$ cat src/rtl/store_write_buffer.sv
// store_write_buffer: in-order store queue with same-cycle load forwarding in front of Data_Memory
module store_write_buffer #(
  parameter int DEPTH = 4,
  parameter int AW = 16,
  parameter int DW = 16
) (
  input  logic                       clk,
  input  logic                       rst,
  input  logic                       st_valid,
  input  logic [AW-1:0]              st_addr,
  input  logic [DW-1:0]              st_data,
  output logic                       st_ready,
  input  logic                       ld_valid,
  input  logic [AW-1:0]              ld_addr,
  output logic [DW-1:0]              ld_data,
  output logic                       ld_hit,
  output logic [AW-1:0]              mem_addr,
  output logic [DW-1:0]              mem_wdata,
  output logic                       mem_write,
  output logic                       mem_read,
  input  logic [DW-1:0]              mem_rdata,
  output logic                       empty,
  output logic [$clog2(DEPTH):0]     count
);
  localparam int PW = $clog2(DEPTH);
  localparam int CW = PW + 1;

  logic [AW-1:0]    addr_q [DEPTH];
  logic [DW-1:0]    data_q [DEPTH];
  logic [DEPTH-1:0] valid;
  logic [PW-1:0]    head, tail, idx;
  logic             push, drain, hit, ld_en;
  logic [DW-1:0]    fwd;

  assign ld_en    = ld_valid && !rst;
  assign st_ready = count < CW'(DEPTH);
  assign empty    = count == '0;
  assign push     = st_valid && st_ready;

  // Walk entries oldest to youngest so the last match seen is the youngest one
  always_comb begin
    hit = 1'b0;
    fwd = '0;
    idx = '0;
    for (int i = 0; i < DEPTH; i++) begin
      idx = head + PW'(i);
      if (valid[idx] && addr_q[idx] == ld_addr) begin
        hit = 1'b1;
        fwd = data_q[idx];
      end
    end
  end

  // A load miss owns the memory port; otherwise the head entry drains
  always_comb begin
    ld_hit    = ld_en && hit;
    mem_read  = ld_en && !hit;
    ld_data   = !ld_en ? '0 : hit ? fwd : mem_rdata;
    drain     = !mem_read && !empty;
    mem_write = drain;
    mem_addr  = mem_read ? ld_addr : drain ? addr_q[head] : '0;
    mem_wdata = drain ? data_q[head] : '0;
  end

  // Pointer, occupancy and valid tracking; reset discards every pending store
  always_ff @(posedge clk or posedge rst) begin
    if (rst) begin
      head  <= '0;
      tail  <= '0;
      count <= '0;
      valid <= '0;
    end else begin
      if (push) begin
        valid[tail] <= 1'b1;
        tail        <= tail + 1'b1;
      end
      if (drain) begin
        valid[head] <= 1'b0;
        head        <= head + 1'b1;
      end
      count <= count + CW'(push) - CW'(drain);
    end
  end

  // Entry payload storage; contents are meaningless unless the valid bit is set
  always_ff @(posedge clk) begin
    if (push) begin
      addr_q[tail] <= st_addr;
      data_q[tail] <= st_data;
    end
  end
endmodule

$ cat config.mk
export PLATFORM = sky130hd
export DESIGN_NAME = store_write_buffer
export DESIGN_NICKNAME = d
export VERILOG_FILES = /design/src/rtl/store_write_buffer.sv
export SDC_FILE = /design/constraint.sdc
export NUM_CORES = 1
export LEC_CHECK = 0
export CAP_MARGIN = 20
export CORE_UTILIZATION = 62
export DETAILED_ROUTE_END_ITERATION = 8
export PLACE_DENSITY = 0.88
export REMOVE_ABC_BUFFERS = 1
export SLEW_MARGIN = 30
export SYNTH_ARGS = -nofsm -noshare
export SYNTH_HDL_FRONTEND = slang
export SYNTH_SLANG_ARGS = --single-unit
$ cat constraint.sdc
create_clock -name clk -period 11.6 [get_ports clk]
set_clock_uncertainty 0.15 [all_clocks]
set_input_delay 1.16 -clock clk [delete_from_list [all_inputs] [get_ports clk]]
set_output_delay 1.16 -clock clk [all_outputs]
set_load 0.1 [all_outputs]
Word level (Yosys, flattened, before mapping)
Memories as Yosys holds them, arrays and structs flattened.
Index checks and enable logic that the tools add are counted.
W data, S select, Z words.
{"block": "classes", "n_bitwise": 3, "n_addsub": 6, "magnitude_cmp": 8, "n_eq_ne": 4, "n_reduce_logical": 16, "mux": 29}
{"operator": "$mux W16", "n": 9}
{"operator": "$eq A16 B16 Y1", "n": 4}
{"operator": "$lt A2 B3 Y1 const B", "n": 5}
{"operator": "$mux W1", "n": 12}
{"operator": "$logic_and A1 B1 Y1", "n": 11}
{"operator": "$bmux W1 S2", "n": 4}
{"operator": "$mux W4", "n": 2}
{"operator": "$add A2 B1 Y2 const B", "n": 2}
{"operator": "$add A2 B2 Y2 const B", "n": 2}
{"operator": "$and A4 B4 Y4", "n": 1}
{"operator": "$demux W1 S2", "n": 2}
{"operator": "$ge A2 B1 Y1 const B", "n": 2}
{"operator": "$logic_not A1 Y1", "n": 4}
{"operator": "$not A4 Y4", "n": 1}
{"operator": "$or A4 B4 Y4", "n": 1}
{"operator": "$add A3 B1 Y3", "n": 1}
{"operator": "$logic_not A3 Y1", "n": 1}
{"operator": "$lt A3 B3 Y1 const B", "n": 1}
{"operator": "$sub A3 B1 Y3", "n": 1}
{"block": "word_totals", "regBits": 11, "elab_cells": 72, "mem_count": 2, "out_inout_bits": 56, "input_bits": 68, "ram_bits": 128}
{"name": "addr_q", "depth": 4, "word_bits": 16, "read_ports": 4, "rd_ports_with_merged_regs": 0, "write_ports": 1, "line": "28", "text": "logic [AW-1:0] addr_q [DEPTH];"}
{"name": "data_q", "depth": 4, "word_bits": 16, "read_ports": 4, "rd_ports_with_merged_regs": 0, "write_ports": 1, "line": "29", "text": "logic [DW-1:0] data_q [DEPTH];"}

Longest topological paths before layout
Gate-level depths: netlist of run 1.
{"block": "logic_depth", "depth_word": 13, "depth_mapped": 24}

Least setup slack after synthesis of run 1
OpenSTA, ideal clock, no wires.
{"block": "synth_path", "path_type": "register -> output", "from": "register head[0]", "to": "output port mem_addr[4]", "required_ps": 10290, "setup_slack_ps": 4556, "path_stages_with_launch": 18, "arrival_ps": 5734, "path_cell_list": "dfrtp_1 buf_6 buf_4 buf_4 inv_1 buf_2 ha_1 buf_2 buf_2 buf_2 mux2i_1 xor2_1 nand4_1 a211oi_1 nand4_1 and4b_4 buf_2 o31ai_1"}
{"block": "synth_between", "elab_cells_between_ends": 30}
{"element": "start, declared", "line": "31", "text": "logic [PW-1:0] head, tail, idx;"}
{"element": "start signal, assigned", "line": "79", "text": "head <= head + 1'b1;"}
{"element": "$add A2 B2 Y2 (*)", "line": "46", "text": "idx = head + PW'(i);"}
{"element": "named net idx[0]", "line": "31"}
{"element": "$mem_v2 Z4 W16 or $bmux W1 S2 (tied branches)"}
{"element": "$eq A16 B16 Y1 or $mux W1 (tied branches)", "line": "47", "text": "if (valid[idx] && addr_q[idx] == ld_addr) begin"}
{"element": "$logic_and A1 B1 Y1 (*)", "line": "47"}
{"element": "$mux W1 (*)", "line": "47"}
{"element": "$logic_not A1 Y1 (*)", "line": "57", "text": "mem_read = ld_en && !hit;"}
{"element": "$logic_and A1 B1 Y1 (*)", "line": "57"}
{"element": "$logic_not A1 Y1", "line": "59", "text": "drain = !mem_read && !empty;"}
{"element": "$logic_and A1 B1 Y1", "line": "59"}
{"element": "$mux W16", "line": "61", "text": "mem_addr = mem_read ? ld_addr : drain ? addr_q[head] : '0;"}
{"element": "$mux W16 (*)", "line": "61"}
{"element": "end, declared", "line": "17", "text": "output logic [AW-1:0] mem_addr,"}
Mark *: on every way through the listed nets, which the timed path passes. The rest lies on a longest branch. The select of a mux whose other input is x is not followed.

Final worst setup path of run 1
{"block": "layout_path", "from": "register head[0]", "to": "output port mem_wdata[14]"}
{"block": "layout_between", "elab_chain_cells": 12, "elab_cells_between_ends": 30}
{"element": "$add A2 B1 Y2 (tied with other cells)", "line": "46"}
{"element": "$mem_v2 Z4 W16 (tied with other cells)"}
{"element": "$eq A16 B16 Y1 (tied with other cells)", "line": "47"}
{"element": "$logic_and A1 B1 Y1 or $mux W1 (tied branches)", "line": "47"}
{"element": "$mux W1 (3 in series)", "line": "47"}
{"element": "$logic_not A1 Y1", "line": "57"}
{"element": "$logic_and A1 B1 Y1", "line": "57"}
{"element": "$logic_not A1 Y1", "line": "59"}
{"element": "$logic_and A1 B1 Y1", "line": "59"}
{"element": "$mux W16 (*)", "line": "62", "text": "mem_wdata = drain ? data_q[head] : '0;"}
{"element": "end, declared", "line": "18", "text": "output logic [DW-1:0] mem_wdata,"}
Every way passes the cells marked *; elsewhere a longest branch is shown, timed or not. The select of a mux whose other input is x is not followed.

==> impl_results.md, run 1 <==
- Area Overhead vs Synth: 18.5%
- Syn Area/Cell: 13.9 µm²
- Crit path launch type: flop
- Core area: 0.0158 mm²
- Total Wirelength: 26,000 µm
- Final HPWL DP: 16,900 µm
- # hold bufs at CTS: 0
- Ys Warns: 0
- Synth cell types: 63
- FP Rows: 46
- Die Ht: 129 µm
- Synth Area in Compound Gates: 9.76%
- Lkg Pwr: 4.01 nW
- GPL Wtd Cong: 0.911
- Number of global-route vias before repair: 7,266
- Final setup vio count: 0
- RSZ-0062 raised after global routing: false
- FF+latch count, synth: 139
- CTS H-tree lvls: 4
- Power, Total: 3.57 mW
- Crit-path max cell delay: 1.14 ns
- Worst setup path endpoint: mem_wdata[14]
- Crit path cell chain: inv_1 -> ha_4 -> buf_4 -> mux4_2 -> xnor2_1 -> nand3_1 -> nand3b_1 -> and4b_4 -> nor2_4 -> and2_1 -> clkdlybuf4s50_1
- ANT nets after route: 0
- Pin count of the biggest net entering global routing: 61
- R2R setup slack: 4.38 ns
- Post-Synth XOR/XNOR Area: 5.69%
- Max Root-Sink Buffers: 2
- Status: completed
- Vias/cell: 7.03
- R2r worst-path depth: 16
- Diode count: 0
- Initial DRC count: 855
- HP Class: reg2reg
- Sink Count: 139
- Post-route clock period utilization: 75.8%
- Final Hold Fails: 0
- Die area: 0.0166 mm²
- GRT Residual Overflow: 0
- Drt first pass iters: 5
- Final cell count without fillers: 1,033
- Worst-path clk slew: 0.06 ns
- Starting Density: 63.2%
- Largest family of logic cells by synthesized area: multiplexers
- Clk_lat worst skew: 0.43 ns
- VDD IR-drop max: 0.229 mV
- Post-CTS setup buffer count: 0
- Initial antenna violation count: 0
- P per Cell Area: 301 mW/mm²
- Fin. max-slew vios: 0
- Cell area after placement: 0.0112 mm²
- Slew margin rel.: 32.2%
- Vias: 7,267
- IO buf count: 123
- Crit path max fanout: 50
- Layout cells sized above 1: 19.8%
- Die W: 129 µm
- Slowest CP cell: clkdlybuf4s50_1
- TNS Setup: 0 ns
- Top_reg_cell synth: edfxtp_1
- Commonest cells after routing, fill and taps aside: 128 x edfxtp_1, 123 x clkdlybuf4s50_1, 95 x mux4_2
- Synth Cell Area: 0.0100 mm²
- Post-synthesis async set-or-reset flop share: 7.91%
- Synth Instances: 722
- Simple-gate share of the synthesized area: 5.87%
- I/O Pins: 124
- R2R Path End: count[2]
- Final Cell Area: 0.0119 mm²
- GRT Util Overall: 32.1%
- DRC errors left: 0
- Drt wl/cell: 25.2 µm
- First-pass GRT wire length: 39,500 µm
- TritonCTS clock tree: built
- Post_cts resized: 0
- Post-synthesis sequential area ratio: 41.2%
- Adder-cell share of the synthesized area: 1.45%
- Launch point of the worst reg-to-reg path: head[0]
- FMAX: 114 MHz
- Hold_ws: 0.434 ns
- Worst slack at placement: 3.37 ns
- Crit. End Element: output pin
- Kind of critical path: reg2out
- Filler Cell Count: 939
- CTS root buffer: clkbuf_16
- Slew at the pin closest to its max-slew limit: 1.01 ns
- Placed cells: 1,000
- Finished Core Util: 74.9%
- Minimum clock period: 8.79 ns
- Total of max-cap violations: 0
- # nets final: 883
- Final WS setup: 2.81 ns
- WP data required: 10.29 ns
- Critical Path Source: head[0]
- Commonest non-fill, non-tap cell in the layout: edfxtp_1
- Total CTS buffers: 17
- Proportion of synthesized area in mux cells: 30.9%
- Arrival @ worst endpoint: 7.48 ns
- EDFF count, synth: 128
-- critical path: cells and delay by family, from the launching register on --
family	cells	cell delay, ns
muxes	1	0.40
adders and majority gates	1	0.93
buffers and inverters	3	2.17
xor gates and xnor gates	1	0.20
DFF	1	0.82
and+or+nand+nor	5	2.44
-- kinds of logic (layout without fill, tap and decap cells) --
family,count (synthesis),count (layout)
and+or+nand+nor,98,98
DFF,139,139
xor gates and xnor gates,65,65
adders and majority gates,11,11
muxes,162,162
AOI/OAI and AO/OA,144,144
buffers and inverters,103,198
-- cells in the mapped netlist, types with 10 or more instances --
| master | n | area share, % |
|---|---|---|
| a22oi_1 | 17 | 1.3 |
| a31oi_1 | 18 | 1.1 |
| and2_1 | 25 | 1.6 |
| buf_2 | 24 | 1.2 |
| clkbuf_1 | 26 | 0.98 |
| dfrtp_1 | 11 | 2.8 |
| edfxtp_1 | 128 | 38 |
| ha_1 | 10 | 1.3 |
| inv_1 | 32 | 1.2 |
| mux2i_1 | 44 | 4.4 |
| mux4_1 | 16 | 4.2 |
| mux4_2 | 95 | 21 |
| nand2_1 | 23 | 0.86 |
| nand2b_1 | 14 | 0.88 |
| nand4_1 | 10 | 0.63 |
| o21ai_0 | 25 | 1.3 |
| o21ai_1 | 24 | 1.2 |
| o221ai_1 | 18 | 1.6 |
| xnor2_1 | 56 | 4.9 |
-- registers in the layout, summed over array words and instances (netlist names) --
| register | flops |
|---|---|
| addr_q | 64 |
| data_q | 64 |
| valid | 4 |
| count | 3 |
| head | 2 |
| tail | 2 |
-- cell type report --
cell class	count	area (µm²)	share of cell area, %
inverter	32	120	1.01
clock buffer	17	425	3.59
timing repair buffer	134	1330	11.3
sequential	139	4130	34.8
clock inverter	15	189	1.59
tap	216	270	2.28
multi-input combinational	480	5390	45.5
-- power breakdown --
part	total [mW]	switching [mW]	internal, mW
registers	0.768	0.127	0.642
logic	2.24	1.33	0.908
clock network	0.566	0.224	0.342
total	3.57	1.68	1.89
-- metal layers --
| metal | vias to the layer above | wire (µm) | share of wire (%) | track usage, % |
|---|---|---|---|---|
| met5 | - | 0 | 0 | 0 |
| li1 | 3090 | - | - | - |
| met3 | 53 | 2040 | 7.8 | 4.58 |
| met1 | 3708 | 9990 | 38 | 43.0 |
| met4 | 0 | 585 | 2.2 | 13.1 |
| met2 | 416 | 13400 | 52 | 53.6 |
-- worst min path at each step --
| stage | endpoint | cells after the start | slack (ns) | from |
|---|---|---|---|---|
| floorplan | valid[3] | 1 | 0.40 | valid[3] |
| global placement | count[0] | 1 | 0.39 | count[0] |
| detailed placement | count[2] | 1 | 0.43 | count[2] |
| CTS | count[2] | 1 | 0.44 | count[2] |
| global route | count[2] | 1 | 0.47 | count[2] |
| finish | count[2] | 1 | 0.43 | count[2] |
(Power assumes the default switching activity.)
==> run 2: changes to the inputs <==
CORE_UTILIZATION = 57   (was 62)
PLACE_DENSITY = 0.82   (was 0.88)
clock period = 8.7 ns   (was 11.6 ns; I/O delays follow)
==> run 2 against run 1 <==
  * The flow now finishes with violations (design-rule violations)
  * Setup slack lost 0.85 ns
  * Cell area shrank 0.69%
  * Die area grew 8.6%
  * Sequential power grew 33%
  * Cell count grew 1.2%
  * Critical path depth is the same
  * First-iteration DRC count shrank 21%
  * Routed wire length shrank 2.9%
  * Core utilization shrank 6.6 points
  * Clock-buffer cell count grew 4
  * Non-clock buffer count grew 3
  * Hold slack lost 0.0021 ns
  * Critical path type unchanged
  * Largest cell class unchanged
  * Largest power group unchanged
==> impl_results.md, run 2 (synthesis gave the netlist of run 1 again) <==
- Status: finished, violations left (was completed)
- Failing checks: design-rule violations
- RSZ-0062 raised after global routing: false (unchanged)
- Crit. End Element: output pin (unchanged)
- Arrival @ worst endpoint: 5.72 ns (was 7.48 ns)
- Starting Density: 58.0% (was 63.2%)
- Final WS setup: 1.96 ns (was 2.81 ns)
- Initial antenna violation count: 0 (unchanged)
- # hold bufs at CTS: 0 (unchanged)
- Initial DRC count: 677 (was 855)
- WP data required: 7.68 ns (was 10.29 ns)
- First-pass GRT wire length: 38,800 µm (was 39,500 µm)
- Die W: 134 µm (was 129 µm)
- Kind of critical path: reg2out (unchanged)
- Core area: 0.0172 mm² (was 0.0158 mm²)
- Fin. max-slew vios: 0 (unchanged)
- GRT Util Overall: 28.7% (was 32.1%)
- # nets final: 886 (was 883)
- Final Hold Fails: 0 (unchanged)
- Crit path max fanout: 49 (was 50)
- Sink Count: 139 (unchanged)
- Worst slack at placement: 2.23 ns (was 3.37 ns)
- Post_cts resized: 0 (unchanged)
- Hold_ws: 0.432 ns (was 0.434 ns)
- P per Cell Area: 399 mW/mm² (was 301 mW/mm²)
- VDD IR-drop max: 0.345 mV (was 0.229 mV)
- Total of max-cap violations: 0 (unchanged)
- Placed cells: 1,012 (was 1,000)
- Power, Total: 4.70 mW (was 3.57 mW)
- Pin count of the biggest net entering global routing: 67 (was 61)
- Post-route clock period utilization: 77.4%
- FP Rows: 48 (was 46)
- CTS root buffer: clkbuf_16 (unchanged)
- Number of global-route vias before repair: 7,319 (was 7,266)
- Finished Core Util: 68.3% (was 74.9%)
- Vias: 7,233 (was 7,267)
- IO buf count: 123 (unchanged)
- Total Wirelength: 25,300 µm (was 26,000 µm)
- Cell area after placement: 0.0112 mm² (about the same)
- GPL Wtd Cong: 0.910 (was 0.911)
- TNS Setup: 0 ns (unchanged)
- Multi-input gate area: 0.00539 mm² (about the same)
- Final Cell Area: 0.0118 mm² (was 0.0119 mm²)
- Clk_lat worst skew: 0.43 ns (about the same)
- Minimum clock period: 6.74 ns
- Area Overhead vs Synth: 17.7% (was 18.5%)
- Layout cells sized above 1: 26.0% (was 19.8%)
- Commonest non-fill, non-tap cell in the layout: edfxtp_1 (unchanged)
- HP Class: reg2reg (unchanged)
- Drt first pass iters: 8 (was 5)
- I/O Pins: 124 (unchanged)
- Final setup vio count: 0 (unchanged)
- CTS H-tree lvls: 4 (unchanged)
- Max Root-Sink Buffers: 2 (unchanged)
- Die Ht: 134 µm (was 129 µm)
- TritonCTS clock tree: built (unchanged)
- Worst-path clk slew: 0.06 ns (about the same)
- Total CTS buffers: 17 (unchanged)
- Commonest cells after routing, fill and taps aside: 128 x edfxtp_1, 95 x mux4_2, 74 x clkdlybuf4s50_1 (was 128 x edfxtp_1, 123 x clkdlybuf4s50_1, 95 x mux4_2)
- Largest regs: addr_q: 64 flops, data_q: 64 flops, valid: 4 flops (unchanged)
- ANT nets after route: 0 (unchanged)
- Slew at the pin closest to its max-slew limit: 0.975 ns (was 1.01 ns)
- Crit path launch type: flop (unchanged)
- Lkg Pwr: 4.09 nW (was 4.01 nW)
- DRC errors left: 1 (was 0)
- Filler Cell Count: 1,141 (was 939)
- Final cell count without fillers: 1,045 (was 1,033)
- Drt wl/cell: 24.2 µm (was 25.2 µm)
- Diode count: 0 (unchanged)
- Post-CTS setup buffer count: 0 (unchanged)
- Die area: 0.0181 mm² (was 0.0166 mm²)
- Slew margin rel.: 34.8% (was 32.2%)
- GRT Residual Overflow: 0 (unchanged)
- Vias/cell: 6.92 (was 7.03)
- FMAX: 148 MHz
- FF+latch area: 0.00413 mm² (unchanged)
- Final HPWL DP: 16,600 µm (was 16,900 µm)
## run 2: changes by cell type in the layout (fill, tap and decap cells not counted), sizes merged
cell           delta
clkbuf            +4
clkinvlp          +1
buf              +52
inv               -4
clkdlybuf4s50    -49
bufinv            -1
## run 2: final timing paths
| path | slack [ns] | end | cells after the start | start |
|---|---|---|---|---|
| min in group asynchronous | 0.69 | tail[0] | 2 | rst |
| min reg2reg | 0.43 | count[0] | 1 | count[0] |
| max in group asynchronous | 7.26 | head[0] | 2 | rst |
| max | 1.96 | mem_read | 11 | head[1] |
| max reg2reg | 2.64 | count[2] | 18 | head[1] |
| min | 0.43 | count[0] | 1 | count[0] |
## run 2: worst max-delay path: stages, from the launching register on
cell             delay (ns)
dfrtp_4                0.81
inv_1                  0.22
ha_4                   0.54
buf_16                 0.31
mux4_1                 0.37
xnor2_1                0.19
nor4_1                 0.11
and3_1                 0.16
nand3b_1               0.08
buf_4                  0.30
and4b_4                0.84
clkdlybuf4s50_1        1.27
## run 2: power breakdown
part           total (mW)  internal [mW]  leakage (nW)  switching (mW)
combinational        2.97           1.21          2.52            1.76
sequential           1.02          0.856          1.29           0.166
clock               0.710          0.435         0.275           0.275
total                4.70           2.50          4.09            2.20
## run 2: layout make-up
type | count | area share (%)
inverter | 32 | 1.02
tap | 225 | 2.39
clock inverter | 11 | 1.04
clock buffer | 21 | 3.91
multi-input combinational | 480 | 45.8
sequential | 139 | 35.0
timing repair buffer | 137 | 10.8
## run 2: metal layers
layer  GRT usage, %  part of all wire (%)  up-vias
met4           11.8                   2.7        0
met5              0                     0        -
li1               -                     -     3094
met3           5.37                   8.1       69
met2           47.5                    51      426
met1           37.5                    38     3644
==> run 3: changes to the inputs <==
clock period = 6.8 ns   (was 8.7 ns; I/O delays follow)
==> run 3 against run 2 <==
  * The flow still finishes with violations (design-rule violations)
  * Cell count decreased by 0.38%
  * Global-route usage grew 1.3 points
  * Cell area rose by 4.8%
  * Die area is the same
  * Routed wire length grew 3.2%
  * Register-to-register slack worse by 1.8 ns
  * Largest cell class unchanged
==> impl_results.md, run 3 (synthesis gave the netlist of run 1 again) <==
- Failing checks: design-rule violations (unchanged)
- Drt first pass iters: 9 (was 8)
- Hold path startpoint: count[2] (was count[0])
- DRC errors left: 1 (unchanged)
- Kind of critical path: reg2out (unchanged)
- Diode count: 0 (unchanged)
- Multi-input gate area: 0.00539 mm² (about the same)
- ANT nets after route: 0 (unchanged)
- Final Cell Area: 0.0123 mm² (was 0.0118 mm²)
- Status: finished, violations left (unchanged)
- # nets final: 882 (was 886)
- Post_cts resized: 0 (unchanged)
- GPL Wtd Cong: 0.929 (was 0.910)
- Post-CTS setup buffer count: 0 (unchanged)
- GRT Residual Overflow: 0 (unchanged)
- Critical Path Source: head[0] (was head[1])
- Post-route clock period utilization: 92.0%
- FP Rows: 48 (unchanged)
- Worst-path clk slew: 0.06 ns (about the same)
- CTS H-tree lvls: 4 (unchanged)
- Area Overhead vs Synth: 23.3% (was 17.7%)
- FMAX: 160 MHz
- Filler Cell Count: 1,040 (was 1,141)
- P per Cell Area: 515 mW/mm² (was 399 mW/mm²)
- Final setup vio count: 0 (unchanged)
- First-pass GRT wire length: 40,700 µm (was 38,800 µm)
- Crit path launch type: flop (unchanged)
- Pin count of the biggest net entering global routing: 138 (was 67)
- Die area: 0.0181 mm² (unchanged)
- Core area: 0.0172 mm² (unchanged)
- Fin. max-slew vios: 0 (unchanged)
- WP data required: 5.97 ns (was 7.68 ns)
- Final Hold Fails: 0 (unchanged)
- FF+latch area: 0.00413 mm² (unchanged)
- Slew margin rel.: 34.5% (was 34.8%)
- Total of max-cap violations: 0 (unchanged)
- Crit path max fanout: 43 (was 49)
- Minimum clock period: 6.25 ns
- Largest regs: addr_q: 64 flops, data_q: 64 flops, valid: 4 flops (unchanged)
- RSZ-0062 raised after global routing: false (unchanged)
- HP Class: reg2reg (unchanged)
- Number of global-route vias before repair: 7,328 (was 7,319)
- Power, Total: 6.35 mW (was 4.70 mW)
- Sink Count: 139 (unchanged)
- Crit. End Element: output pin (unchanged)
- Commonest cells after routing, fill and taps aside: 128 x edfxtp_1, 95 x mux4_2, 72 x clkdlybuf4s50_1 (was 128 x edfxtp_1, 95 x mux4_2, 74 x clkdlybuf4s50_1)
- Lkg Pwr: 4.26 nW (was 4.09 nW)
- GRT Util Overall: 29.9% (was 28.7%)
- Hold_ws: 0.439 ns (was 0.432 ns)
- Max Root-Sink Buffers: 2 (unchanged)
- I/O Pins: 124 (unchanged)
- Slew at the pin closest to its max-slew limit: 0.979 ns (was 0.975 ns)
- # hold bufs at CTS: 0 (unchanged)
- Initial antenna violation count: 0 (unchanged)
- Arrival @ worst endpoint: 5.42 ns (was 5.72 ns)
- Commonest non-fill, non-tap cell in the layout: edfxtp_1 (unchanged)
- Vias: 7,228 (was 7,233)
- TritonCTS clock tree: built (unchanged)
- Vias/cell: 6.94 (was 6.92)
- VDD IR-drop max: 0.459 mV (was 0.345 mV)
- Final HPWL DP: 16,800 µm (was 16,600 µm)
- IO buf count: 123 (unchanged)
- Cell area after placement: 0.0118 mm² (was 0.0112 mm²)
- CTS root buffer: clkbuf_16 (unchanged)
- Die Ht: 134 µm (unchanged)
- Die W: 134 µm (unchanged)
- Total CTS buffers: 17 (unchanged)
- Initial DRC count: 605 (was 677)
- Starting Density: 58.0% (unchanged)
- Clk_lat worst skew: 0.43 ns (about the same)
- Layout cells sized above 1: 26.0% (about the same)
- Total Wirelength: 26,100 µm (was 25,300 µm)
- Drt wl/cell: 25.0 µm (was 24.2 µm)
- Launch point of the worst reg-to-reg path: head[0] (was head[1])
## run 3: cell count changes in the layout (fill, tap and decap cells not counted), sizes merged
cell / before / now
clkinvlp: 4 / 3
clkbuf: 21 / 17
clkinv: 5 / 8
inv: 32 / 34
buf: 63 / 61
clkdlybuf4s50: 74 / 72
## run 3: cell type report
class | count | share of cell area, %
multi-input combinational | 480 | 43.7
sequential | 139 | 33.4
timing repair buffer | 133 | 14.9
clock buffer | 17 | 3.45
tap | 225 | 2.28
clock inverter | 15 | 1.22
inverter | 32 | 0.974
## run 3: per-stage QoR
| step | setup TNS, ns | instances | worst slack, ns | utilization (%) |
|---|---|---|---|---|
| final | 0 | 1041 | 0.546 | 71.6 |
| after global routing | 0 | 1041 | 0.345 | 71.6 |
| after CTS | 0 | 1041 | 0.560 | 71.5 |
| after detailed placement | 0 | 1009 | 0.948 | 68.2 |
| after global placement | 0 | 1008 | 1.18 | 68.2 |
| after floorplan | -347.20 | 651 | -6.95 | - |
## run 3: path summary, 6_finish.rpt
kind                            cells past startpoint  slack, ns    endpoint
worst min register to register                      1       0.44    count[2]
max in group asynchronous                           2       5.61     head[0]
min in group asynchronous                           2       0.47     head[1]
worst max-delay path                               14       0.55  ld_data[9]
worst max register to register                     18       0.81    count[2]
worst min-delay path                                1       0.44    count[2]
## run 3: routing by layer
layer,GRT usage (%),part of all wire (%),vias to the layer above
met2,48.2,50,451
met1,39.7,38,3620
met4,13.1,3.2,0
li1,-,-,3080
met5,0,0,-
met3,6.16,8.7,77
## run 3: power by group
part | total (mW) | internal, mW | switching (mW)
sequential | 1.26 | 1.10 | 0.160
clock | 0.906 | 0.538 | 0.368
combinational | 4.19 | 1.81 | 2.38
total | 6.35 | 3.44 | 2.91
## run 3: critical path, stage by stage, from the launching register on
cell      delay [ns]
dfrtp_4         0.49
inv_1           0.53
ha_4            0.60
buf_12          0.34
mux2i_1         0.40
a221oi_1        0.16
a21oi_1         0.24
a211oi_1        0.08
nand4_1         0.10
buf_4           0.36
and4b_4         0.59
buf_4           0.41
a22oi_1         0.15
o21ai_1         0.27
buf_12          0.22
